## src/rtl/lsu_mem_access_pkg.sv

```systemverilog
// Shared LSU definitions: access-type codes, FSM states,
// and access-size helpers for the memory-access stage.
package lsu_mem_access_pkg;

  localparam logic [2:0] LS_B  = 3'b000;
  localparam logic [2:0] LS_H  = 3'b001;
  localparam logic [2:0] LS_W  = 3'b010;
  localparam logic [2:0] LS_BU = 3'b100;
  localparam logic [2:0] LS_HU = 3'b101;

  typedef enum logic [1:0] {
    ST_IDLE,
    ST_REQ,
    ST_WAIT_R,
    ST_DONE
  } lsu_state_e;

  typedef enum logic [1:0] {
    SZ_B,
    SZ_H,
    SZ_W
  } acc_size_e;

  // Unknown codes fall back to a full word access.
  function automatic acc_size_e acc_size(
    input logic [2:0] t
  );
    acc_size_e s;
    s = SZ_W;
    unique case (1'b1)
      (t == LS_B) || (t == LS_BU): s = SZ_B;
      (t == LS_H) || (t == LS_HU): s = SZ_H;
      default:                     s = SZ_W;
    endcase
    return s;
  endfunction

  function automatic logic is_misaligned(
    input logic [2:0] t,
    input logic [1:0] off
  );
    logic m;
    m = 1'b0;
    case (acc_size(t))
      SZ_B:    m = 1'b0;
      SZ_H:    m = off[0];
      default: m = (off != 2'b00);
    endcase
    return m;
  endfunction

endpackage

```

## src/rtl/lsu_lane_align.sv

```systemverilog
// Byte-lane steering: store byte enables / replicated
// write data, and right-alignment of the returned read word.
module lsu_lane_align
  import lsu_mem_access_pkg::*;
(
  input  logic [2:0]  ls_type,
  input  logic [1:0]  off,
  input  logic [31:0] store_data,
  input  logic [1:0]  rd_off,
  input  logic [31:0] rdata,
  output logic [3:0]  be,
  output logic [31:0] wdata,
  output logic [31:0] rdata_shift
);

  // Lane mask and replicated data by access size.
  always_comb begin
    be    = 4'b1111;
    wdata = store_data;
    case (acc_size(ls_type))
      SZ_B: begin
        be    = 4'b0001 << off;
        wdata = {4{store_data[7:0]}};
      end
      SZ_H: begin
        be    = 4'b0011 << off;
        wdata = {2{store_data[15:0]}};
      end
      default: begin
        be    = 4'b1111;
        wdata = store_data;
      end
    endcase
  end

  assign rdata_shift = rdata >> {rd_off, 3'b000};

endmodule

```

## src/rtl/lsu_mem_access.sv

```systemverilog
// Memory-access stage: drives the data-memory handshake,
// stalls upstream, and reports misalign / bus errors.
module lsu_mem_access
  import lsu_mem_access_pkg::*;
#(
  parameter int unsigned TIMEOUT_CYCLES = 255
) (
  input  logic        clk,
  input  logic        rst_n,
  input  logic        ex_valid,
  input  logic        mem_read,
  input  logic        mem_write,
  input  logic [2:0]  ls_type,
  input  logic [31:0] addr,
  input  logic [31:0] store_data,
  output logic        dmem_req,
  output logic        dmem_we,
  output logic [3:0]  dmem_be,
  output logic [31:0] dmem_addr,
  output logic [31:0] dmem_wdata,
  input  logic        dmem_gnt,
  input  logic        dmem_rvalid,
  input  logic [31:0] dmem_rdata,
  output logic        stall,
  output logic [31:0] mem_read_data,
  output logic        rd_valid,
  output logic        misalign_exc,
  output logic        bus_err,
  output logic [31:0] exc_addr
);

  localparam int unsigned CW =
    $clog2(TIMEOUT_CYCLES + 1);
  localparam logic [CW-1:0] CNT_LAST =
    CW'(TIMEOUT_CYCLES - 1);

  lsu_state_e    state;
  logic [CW-1:0] cnt;
  logic [31:0]   addr_q;
  logic          is_load_q;

  logic          access;
  logic          misaligned;
  logic          timeout;
  logic [3:0]    be_c;
  logic [31:0]   wdata_c;
  logic [31:0]   rdata_sh;

  assign access     = ex_valid & (mem_read | mem_write);
  assign misaligned = is_misaligned(ls_type, addr[1:0]);
  assign stall      = access & ~misaligned &
                      (state != ST_DONE);
  assign timeout    = (cnt >= CNT_LAST);

  lsu_lane_align u_align (
    .ls_type     (ls_type),
    .off         (addr[1:0]),
    .store_data  (store_data),
    .rd_off      (addr_q[1:0]),
    .rdata       (dmem_rdata),
    .be          (be_c),
    .wdata       (wdata_c),
    .rdata_shift (rdata_sh)
  );

  // Access FSM with registered bus and status outputs.
  always_ff @(posedge clk or negedge rst_n) begin
    if (!rst_n) begin
      state         <= ST_IDLE;
      cnt           <= '0;
      addr_q        <= '0;
      is_load_q     <= 1'b0;
      dmem_req      <= 1'b0;
      dmem_we       <= 1'b0;
      dmem_be       <= 4'b0000;
      dmem_addr     <= '0;
      dmem_wdata    <= '0;
      mem_read_data <= '0;
      rd_valid      <= 1'b0;
      misalign_exc  <= 1'b0;
      bus_err       <= 1'b0;
      exc_addr      <= '0;
    end else begin
      rd_valid     <= 1'b0;
      misalign_exc <= 1'b0;
      bus_err      <= 1'b0;
      unique case (state)
        ST_IDLE: begin
          if (access && misaligned) begin
            misalign_exc <= 1'b1;
            exc_addr     <= addr;
          end else if (access) begin
            state      <= ST_REQ;
            cnt        <= '0;
            addr_q     <= addr;
            is_load_q  <= mem_read;
            dmem_req   <= 1'b1;
            dmem_we    <= ~mem_read;
            dmem_be    <= be_c;
            dmem_addr  <= {addr[31:2], 2'b00};
            dmem_wdata <= wdata_c;
          end
        end
        ST_REQ: begin
          if (dmem_gnt) begin
            dmem_req <= 1'b0;
            cnt      <= cnt + 1'b1;
            state    <= is_load_q ? ST_WAIT_R
                                  : ST_DONE;
          end else if (timeout) begin
            dmem_req <= 1'b0;
            bus_err  <= 1'b1;
            exc_addr <= addr_q;
            state    <= ST_DONE;
          end else begin
            cnt <= cnt + 1'b1;
          end
        end
        ST_WAIT_R: begin
          if (dmem_rvalid) begin
            mem_read_data <= rdata_sh;
            rd_valid      <= 1'b1;
            state         <= ST_DONE;
          end else if (timeout) begin
            bus_err  <= 1'b1;
            exc_addr <= addr_q;
            state    <= ST_DONE;
          end else begin
            cnt <= cnt + 1'b1;
          end
        end
        ST_DONE: begin
          state <= ST_IDLE;
        end
      endcase
    end
  end

endmodule
```

## config.mk

```make
export PLATFORM = sky130hd
export DESIGN_NAME = lsu_mem_access
export DESIGN_NICKNAME = d
export VERILOG_FILES = /design/src/rtl/lsu_mem_access_pkg.sv /design/src/rtl/lsu_lane_align.sv /design/src/rtl/lsu_mem_access.sv
export SDC_FILE = /design/constraint.sdc
export NUM_CORES = 1
export LEC_CHECK = 0
export ABC_CLOCK_PERIOD_IN_PS = 3300
export BUFFER_PORTS_ARGS = -buffer_cell sky130_fd_sc_hd__buf_2
export CELL_PAD_IN_SITES_DETAIL_PLACEMENT = 1
export CELL_PAD_IN_SITES_GLOBAL_PLACEMENT = 1
export CORE_UTILIZATION = 44
export CTS_CLUSTER_SIZE = 20
export DETAILED_ROUTE_END_ITERATION = 8
export PLACE_DENSITY_LB_ADDON = 0.1
export SLEW_MARGIN = 20
export SYNTH_ARGS = -nofsm -noshare
export SYNTH_HDL_FRONTEND = slang
export SYNTH_HIERARCHICAL = 1
export SYNTH_SLANG_ARGS = --single-unit
```

## constraint.sdc

```tcl
create_clock -name clk -period 3.3 [get_ports clk]
set_input_delay 0.33 -clock clk [delete_from_list [all_inputs] [get_ports clk]]
set_output_delay 0.33 -clock clk [all_outputs]
set_load 0.005 [all_outputs]
```

==> flow_metrics.env, run 1 <==
export IMPL_status="completed"
export IMPL_fin_skew_ns=0.0115
export IMPL_worstPathRequired_ns=3.61
export IMPL_maxUsedRoutingLayer="met4"
export IMPL_r2r_start="state[0]"
export IMPL_worstPathArrival_ns=2.77
export IMPL_grt_pass1_vias=6304
export IMPL_seq_area_frac_synth=0.465
export IMPL_clk_pin_slew_ns=0.06
export IMPL_maxCapViolCount=0
export IMPL_place_congestion=0.796
export IMPL_via_per_inst=5.55
export IMPL_finalHoldViolations=0
export IMPL_drt_total_wl_mm=21.7
export IMPL_cts_resized_gates=0
export IMPL_rsz0062_at_grt="false"
export IMPL_ff_latch_area_um2=3700
export IMPL_syn_avg_cell_area_um2=12.5
export IMPL_nets=941
export IMPL_period_share=0.747
export IMPL_grt_pass1_wl_mm=34.5
export IMPL_wl_met1_mm=9.33
export IMPL_reg2reg_depth=6
export IMPL_path_class="reg2reg"
export IMPL_drc=0
export IMPL_cts_sinks=148
export IMPL_initial_core_util=0.455
export IMPL_fillers=1901
export IMPL_root_buffer="clkbuf_16"
export IMPL_yosysTopAreaCell="dfrtp_1"
export IMPL_tritoncts="yes"
export IMPL_ant_nets=0
export IMPL_via_count=5912
export IMPL_start_kind="flip-flop"
export IMPL_clockBufferDepth=2
export IMPL_overflow=0
export IMPL_multi_input_area_um2=3620
export IMPL_maxSlewHeadroom=0.457
export IMPL_worstMarginPinSlew_ns=0.813
export IMPL_io_pins=244
export IMPL_core_area_um2=17500
export IMPL_antenna_found_initial=0
export IMPL_path_max_fanout=30
export IMPL_htree_levels=4
export IMPL_grt_usage=0.242
export IMPL_syn_area_um2=7960
export IMPL_fin_tns_setup_ns=0
export IMPL_clock_fmax_ghz=0.405
export IMPL_period_minus_slack_ns=2.47
export IMPL_critPathCaptureType="flip-flop"
export IMPL_wl_met2_mm=10.5
export IMPL_grt_max_degree=78
export IMPL_yosys_top_cells_area="dfrtp_1 47%, mux2_4 13%, mux2_2 5.5%"
export IMPL_dieHeight_um=136
export IMPL_holdPathStages=2
export IMPL_synthFlopType="dfrtp_1"
export IMPL_critPathLaunch="state[0]"
export IMPL_fin_ws_ns=0.833
export IMPL_hold_path_class="in2reg"
export IMPL_drive_gt1_frac=0.474
export IMPL_synth_top_cell_area_share=0.465
export IMPL_cts_buffers=17
export IMPL_portBuffers=240
export IMPL_synth_seq_cells=148
export IMPL_r2r_slack_ns=0.83
export IMPL_die_area_um2=18600
export IMPL_syn_inst=637
export IMPL_firstDrtPassIters=4
export IMPL_syn_to_final_growth_pct=20.4
export IMPL_p_per_area_nw_per_um2=916
export IMPL_p_leak_nw=4.64
export IMPL_dp_hpwl_mm=14.7
export IMPL_slew_violations=0
export IMPL_yosys_warnings=6
export IMPL_rows=48
export IMPL_endpoint="dmem_wdata[13]"
export IMPL_wl_met3_mm=1.55
export IMPL_peakVddDrop_mv=0.514
export IMPL_wl_per_cell_um=20.4
export IMPL_ys_types=55
export IMPL_die_w_um=136
export IMPL_clock_latency_ns=0.42
export IMPL_fin_util=0.548
export IMPL_hold_slack_ns=0.152
export IMPL_setup_violations=0
export IMPL_drt_initial_drc_count=250
export IMPL_synth_edf_count=0
export IMPL_dp_slack_ns=0.736
export IMPL_synthArstFlopShare=1.00
export IMPL_rr_endpoint="dmem_wdata[13]"
cells by family after synthesis:
group                    Yosys count  share of synthesized area
AND/OR/NAND/NOR                  133                     0.0855
flip-flops                       148                      0.465
other                              1                   0.000471
AO/OA/AOI/OAI                     97                      0.106
buffers and inverters             93                     0.0824
adder cells (fa/ha/maj)            8                     0.0126
multiplexers                     157                      0.247
Yosys cell counts, drive strengths merged, types with 4 or more instances:
cell type	instances
o2bb2ai	8
dfrtp	148
o21ai	21
nand2	16
a21oi	6
clkbuf	14
o221a	32
mux2	117
buf	69
ha	8
mux2i	40
nor2	51
nand4	34
inv	10
o31ai	4
and2	11
per-layer routing:
metal  vias to the layer above  track usage
met5                         -            0
met4                         0       0.0753
met3                        27       0.0737
met2                       223        0.391
met1                      2985        0.309
li1                       2677            -
how the worst min path moves through the flow:
stage	start	endpoint	slack, ns
after floorplan	rst_n	addr_q[0]	0.03
after global placement	rst_n	mem_read_data[2]	0.40
after detailed placement	rst_n	mem_read_data[5]	0.42
after CTS	addr[10]	addr_q[10]	0.14
after global routing	addr[27]	addr_q[27]	0.13
final	addr[2]	addr_q[2]	0.15
cell usage in the layout (no fill, tap or decap), drive strengths merged, types with 8 or more instances in the layout:
master	count
o21ai	21
nand4	34
o221a	32
buf	252
nor2	51
dfrtp	148
nand2	16
mux2i	40
clkbuf	20
o2bb2ai	8
mux2	117
inv	12
and2	11
ha	8
power by group:
group	internal [W]	switching (W)	total [W]	leakage (nW)
Combinational	0.00185	0.00177	0.00362	2.62
Sequential	0.00260	0.000548	0.00315	1.73
Clock	0.00123	0.000781	0.00201	0.293
critical path: stages (launching register included):
cell and delay, ns:
dfrtp_1 0.42, inv_1 0.14, ha_1 0.30, o211ai_1 0.24
or3_4 0.63, buf_4 0.30, mux2_1 0.32
sequential cells by signal (all words and copies together) (netlist names), 2 cells and up:
register	flops
state	2
addr_q	32
dmem_wdata	32
cnt	8
dmem_be	4
exc_addr	32
mem_read_data	32
stage by stage:
step | power [W] | cells | cell area (µm²)
3_5_place_dp | 0.00678 | 1032 | 8960
5_1_grt | 0.00932 | 1064 | 9580
3_3_place_gp | 0.00665 | 1032 | 8960
6_report | 0.00878 | 1065 | 9580
4_1_cts | 0.00886 | 1064 | 9580
2_1_floorplan | 0.00560 | 638 | 7960
cell type report:
class | count | area share
Clock buffer | 20 | 0.0477
Clock inverter | 11 | 0.0157
Sequential cell | 148 | 0.386
Antenna cell | 1 | 0.000261
Multi-Input combinational cell | 397 | 0.378
Inverter | 10 | 0.00392
Timing Repair Buffer | 253 | 0.139
Tap cell | 225 | 0.0294
repair_timing:
item | 4_1_cts | 5_1_grt
hold buffers | 1 | 0
endpoints found under the hold margin | 76 | 0
buffers inserted | 0 | 0
No activity file was read; power rests on OpenSTA's default activity.
==> run 2: changes to the inputs <==
- ABC_CLOCK_PERIOD_IN_PS: 3300 -> 2300
- CORE_UTILIZATION: 44 -> 41
- clock period: 3.3 -> 2.3 ns (I/O delays scaled with it)
==> run 2 against run 1 <==
Critical path depth unchanged. Power up 45%. Setup slack worse by 0.65 ns. Worst hold slack worse by 0.12 ns. Fmax up 17%. First-iteration DRC count up 15%. Utilization down 3.1 points. Count of clock-buffer cells in the layout down 1. Critical path type unchanged. Largest cell class unchanged. Largest power group unchanged.
==> flow_metrics.env, run 2 (synthesized netlist as in run 1, its figures left out) <==
export IMPL_finalInstanceArea_um2=9770
export IMPL_setup_violations=0
export IMPL_overflow=0
export IMPL_worstMarginPinSlew_ns=0.751
export IMPL_clk_pin_slew_ns=0.07
export IMPL_drc=0
export IMPL_r2r_slack_ns=0.19
export IMPL_layout_common_cells="239 x buf_2, 148 x dfrtp_1, 67 x mux2_4"
export IMPL_path_max_fanout=32
export IMPL_ant_nets=0
export IMPL_clock_fmax_ghz=0.473
export IMPL_die_w_um=141
export IMPL_fin_ws_ns=0.187
export IMPL_via_count=5896
export IMPL_drt_total_wl_mm=21.9
export IMPL_p_leak_nw=4.72
export IMPL_worstPathRequired_ns=2.66
export IMPL_fin_skew_ns=0.0153
export IMPL_placed_cell_area_um2=9150
export IMPL_root_buffer="clkbuf_16"
export IMPL_start_kind="flip-flop"
export IMPL_nets=956
export IMPL_fin_tns_setup_ns=0
export IMPL_drive_gt1_frac=0.483
export IMPL_hold_path_class="in2reg"
export IMPL_p_per_area_nw_per_um2=1300
export IMPL_holdCritStartpoint="mem_read"
export IMPL_worstPathArrival_ns=2.47
export IMPL_period_minus_slack_ns=2.11
export IMPL_rows=50
export IMPL_clock_latency_ns=0.43
export IMPL_wl_per_cell_um=19.6
export IMPL_rr_endpoint="exc_addr[19]"
export IMPL_firstDrtPassIters=4
export IMPL_htree_levels=4
export IMPL_portBuffers=240
export IMPL_status="completed"
export IMPL_grt_pass1_vias=6256
export IMPL_path_class="reg2reg"
export IMPL_holdPathStages=2
export IMPL_holdPathEnd="dmem_we"
export IMPL_critPathCaptureType="flip-flop"
export IMPL_core_area_um2=18900
export IMPL_syn_to_final_growth_pct=22.7
export IMPL_peakVddDrop_mv=0.529
export IMPL_dp_hpwl_mm=15.3
export IMPL_cts_sinks=148
export IMPL_final_common_cell="buf_2"
export IMPL_r2r_start="state[0]"
export IMPL_period_share=0.919
export IMPL_place_congestion=0.784
export IMPL_io_pins=244
export IMPL_grt_usage=0.225
export IMPL_rsz0062_at_grt="false"
export IMPL_p_total_w=0.0127
export IMPL_via_per_inst=5.29
export IMPL_finalHoldViolations=0
export IMPL_post_cts_setup_buffers=0
export IMPL_clockBufferDepth=2
export IMPL_initial_core_util=0.421
export IMPL_cts_buffers=17
export IMPL_maxSlewHeadroom=0.498
export IMPL_die_area_um2=20000
export IMPL_reg2reg_depth=6
export IMPL_antenna_found_initial=1
export IMPL_drt_initial_drc_count=288
export IMPL_grt_max_degree=56
export IMPL_grt_pass1_wl_mm=34.9
export IMPL_maxCapViolCount=0
export IMPL_diodes=0
export IMPL_dp_slack_ns=0.173
export IMPL_tritoncts="yes"
export IMPL_slew_violations=0
export IMPL_dieHeight_um=141
export IMPL_hold_slack_ns=0.0329
export IMPL_fillers=2051
==> run 2: repair_timing <==
item / in CTS / in global routing
hold buffers: 1 / 0
endpoints found under the hold margin: 51 / 0
gates resized for setup: 0 / 0
==> run 2: worst max path at each step <==
stage | start | end | slack, ns | cells past startpoint
floorplan | state[0] | exc_addr[10] | 0.30 | 9
global placement | state[1] | exc_addr[28] | 0.25 | 6
detailed placement | state[0] | exc_addr[19] | 0.17 | 6
CTS | state[0] | exc_addr[19] | 0.16 | 6
global route | state[0] | exc_addr[19] | 0.01 | 6
finish | state[0] | exc_addr[19] | 0.19 | 6
==> run 2: routing by layer <==
layer / GRT usage / wire (µm) / part of all wire
met4: 0.0498 / 168 / 0.0077
met1: 0.291 / 9740 / 0.45
met3: 0.0672 / 1510 / 0.069
met5: 0 / 0 / 0
met2: 0.371 / 10400 / 0.48
==> run 2: layout make-up <==
cell class	count	area, µm²	share of cell area
tap	260	325	0.0333
inverter	10	37.5	0.00384
sequential	148	3700	0.379
timing repair buffer	268	1470	0.151
clock inverter	13	173	0.0177
clock buffer	19	433	0.0443
multi-input combinational	397	3620	0.371
==> run 2: critical path, stage by stage (launching register included) <==
cell and delay [ns]:
dfrtp_1 0.42, inv_1 0.14, ha_1 0.20, o211ai_1 0.19
o32ai_4 0.31, o211a_4 0.49, o221a_1 0.28
==> run 2: metrics by stage <==
stage / cells / utilization
2_1_floorplan: 638 / -
5_1_grt: 1115 / 0.517
6_report: 1115 / 0.517
4_1_cts: 1115 / 0.517
3_5_place_dp: 1082 / 0.484
3_3_place_gp: 1082 / 0.484
==> run 2: power by group <==
group	leakage [nW]	switching, W	internal [W]	total (W)
registers	1.73	0.000788	0.00373	0.00452
logic	2.70	0.00250	0.00278	0.00528
clock network	0.292	0.00118	0.00173	0.00291
==> run 3: changes to the inputs <==
- CORE_ASPECT_RATIO: not set -> 1.1
==> run 3 against run 2 <==
Fmax increased by 1.7%. Via count about the same. Non-clock buffer count decreased by 1. Worst hold slack improved by 0.0032 ns. Sequential share of layout area decreased by 0.097 points. Final cell count decreased by 1.3%. Design area increased by 0.26%. Global-route usage increased by 0.11 points.
==> flow_metrics.env, run 3 (synthesized netlist as in run 1, its figures left out) <==
export IMPL_multi_input_area_um2=3620
export IMPL_slew_violations=0
export IMPL_p_sw_w=0.00446
export IMPL_drc=0
export IMPL_cts_buffers=17
export IMPL_ant_nets=0
export IMPL_grt_pass1_wl_mm=35.0
export IMPL_cts_sinks=148
export IMPL_r2r_slack_ns=0.22
export IMPL_dp_cells=1068
export IMPL_tritoncts="yes"
export IMPL_holdPathStages=2
export IMPL_core_area_um2=19000
export IMPL_hold_path_class="in2reg"
export IMPL_status="completed"
export IMPL_period_minus_slack_ns=2.08
export IMPL_layout_common_cells="239 x buf_2, 148 x dfrtp_1, 67 x mux2_4"
export IMPL_overflow=0
export IMPL_period_share=0.904
export IMPL_clockBufferDepth=2
export IMPL_hold_slack_ns=0.0361
export IMPL_drt_total_wl_mm=21.7
export IMPL_via_count=5898
export IMPL_dp_hpwl_mm=15.4
export IMPL_clk_pin_slew_ns=0.06
export IMPL_path_max_fanout=32
export IMPL_finalHoldViolations=0
export IMPL_via_per_inst=5.36
export IMPL_htree_levels=4
export IMPL_worstMarginPinSlew_ns=0.795
export IMPL_critPathCaptureType="flip-flop"
export IMPL_worstPathRequired_ns=2.60
export IMPL_nets=955
export IMPL_io_pins=244
export IMPL_p_comb_frac=0.424
export IMPL_worstPathArrival_ns=2.38
export IMPL_die_w_um=135
export IMPL_grt_max_degree=65
export IMPL_pwr_share_seq=0.353
export IMPL_p_int_w=0.00832
export IMPL_switching_share=0.349
export IMPL_p_clk_frac=0.223
export IMPL_firstDrtPassIters=4
export IMPL_path_class="reg2reg"
export IMPL_post_cts_setup_buffers=0
export IMPL_setup_violations=0
export IMPL_crit_chain="inv_1 > ha_1 > a22oi_4 > nand2_1 > or3_1 > buf_12 > o221a_1"
export IMPL_cpPeakStageDelay_ns=0.42
export IMPL_drt_initial_drc_count=231
export IMPL_critPathSlowestCell="dfrtp_1"
export IMPL_rsz0062_at_grt="false"
export IMPL_drive_gt1_frac=0.484
export IMPL_wl_per_cell_um=19.7
export IMPL_portBuffers=240
export IMPL_syn_to_final_growth_pct=23.0
export IMPL_fillers=2084
export IMPL_antenna_found_initial=0
export IMPL_clock_fmax_ghz=0.481
export IMPL_place_congestion=0.783
export IMPL_reg2reg_depth=7
export IMPL_ff_latch_area_um2=3700
export IMPL_p_per_area_nw_per_um2=1310
export IMPL_initial_core_util=0.418
export IMPL_grt_usage=0.226
export IMPL_die_area_um2=20000
export IMPL_maxCapViolCount=0
export IMPL_fin_tns_setup_ns=0
export IMPL_dieHeight_um=148
export IMPL_final_common_cell="buf_2"
export IMPL_fin_skew_ns=0.0101
export IMPL_finalNonFillerCells=1100
export IMPL_clock_latency_ns=0.43
export IMPL_start_kind="flip-flop"
export IMPL_peakVddDrop_mv=0.604
export IMPL_p_leak_nw=4.74
export IMPL_rows=53
export IMPL_root_buffer="clkbuf_16"
export IMPL_diodes=0
export IMPL_grt_pass1_vias=6410
export IMPL_maxSlewHeadroom=0.469
==> run 3: cell types whose count changed in the layout (fill, tap and decap cells not counted), moves of 2 or more <==
| cell | change |
|---|---|
| inv_8 | -2 |
| buf_12 | +5 |
| buf_4 | -6 |
| clkinv_2 | +2 |
==> run 3: what timing repair did <==
| action | 4_1_cts | 5_1_grt |
|---|---|---|
| resized for setup | 0 | 0 |
| hold endpoints to repair | 62 | 0 |
| hold buffers | 1 | 0 |
==> run 3: area by class of cell <==
class / instances / area share
flip-flops and latches: 148 / 0.378
multi-input cells: 397 / 0.370
clock buffers: 19 / 0.0452
repair buffers: 267 / 0.156
well taps: 247 / 0.0316
clock inverters: 12 / 0.0156
inverters: 10 / 0.00383
==> run 3: power by group through the flow <==
| stage | sequential, W | clock, W | combinational (W) |
|---|---|---|---|
| finish | 0.00451 | 0.00285 | 0.00543 |
| CTS | 0.00452 | 0.00291 | 0.00549 |
| detailed placement | 0.00453 | 0 | 0.00546 |
| global placement | 0.00446 | 0 | 0.00531 |
| global route | 0.00467 | 0.00302 | 0.00590 |
| floorplan | 0.00444 | 0 | 0.00361 |
==> run 3: per-stage QoR <==
stage	instance area, µm²	setup WS, ns	utilization	power, W
2_1_floorplan	7960	0.298	-	0.00804
3_3_place_gp	9190	0.276	0.483	0.00976
3_5_place_dp	9190	0.205	0.483	0.00999
4_1_cts	9790	0.213	0.514	0.0129
5_1_grt	9790	0.121	0.514	0.0136
6_report	9790	0.222	0.514	0.0128
==> run 3: routing by layer <==
layer / GRT usage / up-vias / part of all wire
met4: 0.0758 / 0 / 0.017
met1: 0.286 / 2970 / 0.43
li1: - / 2705 / -
met5: 0 / - / 0
met2: 0.369 / 197 / 0.49
met3: 0.0651 / 26 / 0.068
==> run 3: worst paths after layout <==
| kind | from | end |
|---|---|---|
| max in group asynchronous | rst_n | addr_q[26] |
| max | state[1] | exc_addr[23] |
| min in group asynchronous | rst_n | mem_read_data[6] |
| min | mem_read | dmem_we |
| max reg2reg | state[1] | exc_addr[23] |
| min reg2reg | mem_read_data[29] | mem_read_data[29] |
==> run 3: critical path: cells and delay by family (launching register included) <==
family,cells,cell delay [ns]
AOI/OAI and AO/OA,2,0.51
buffers and inverters,2,0.29
and+or+nand+nor,2,0.42
adders and majority gates,1,0.29
DFF,1,0.42
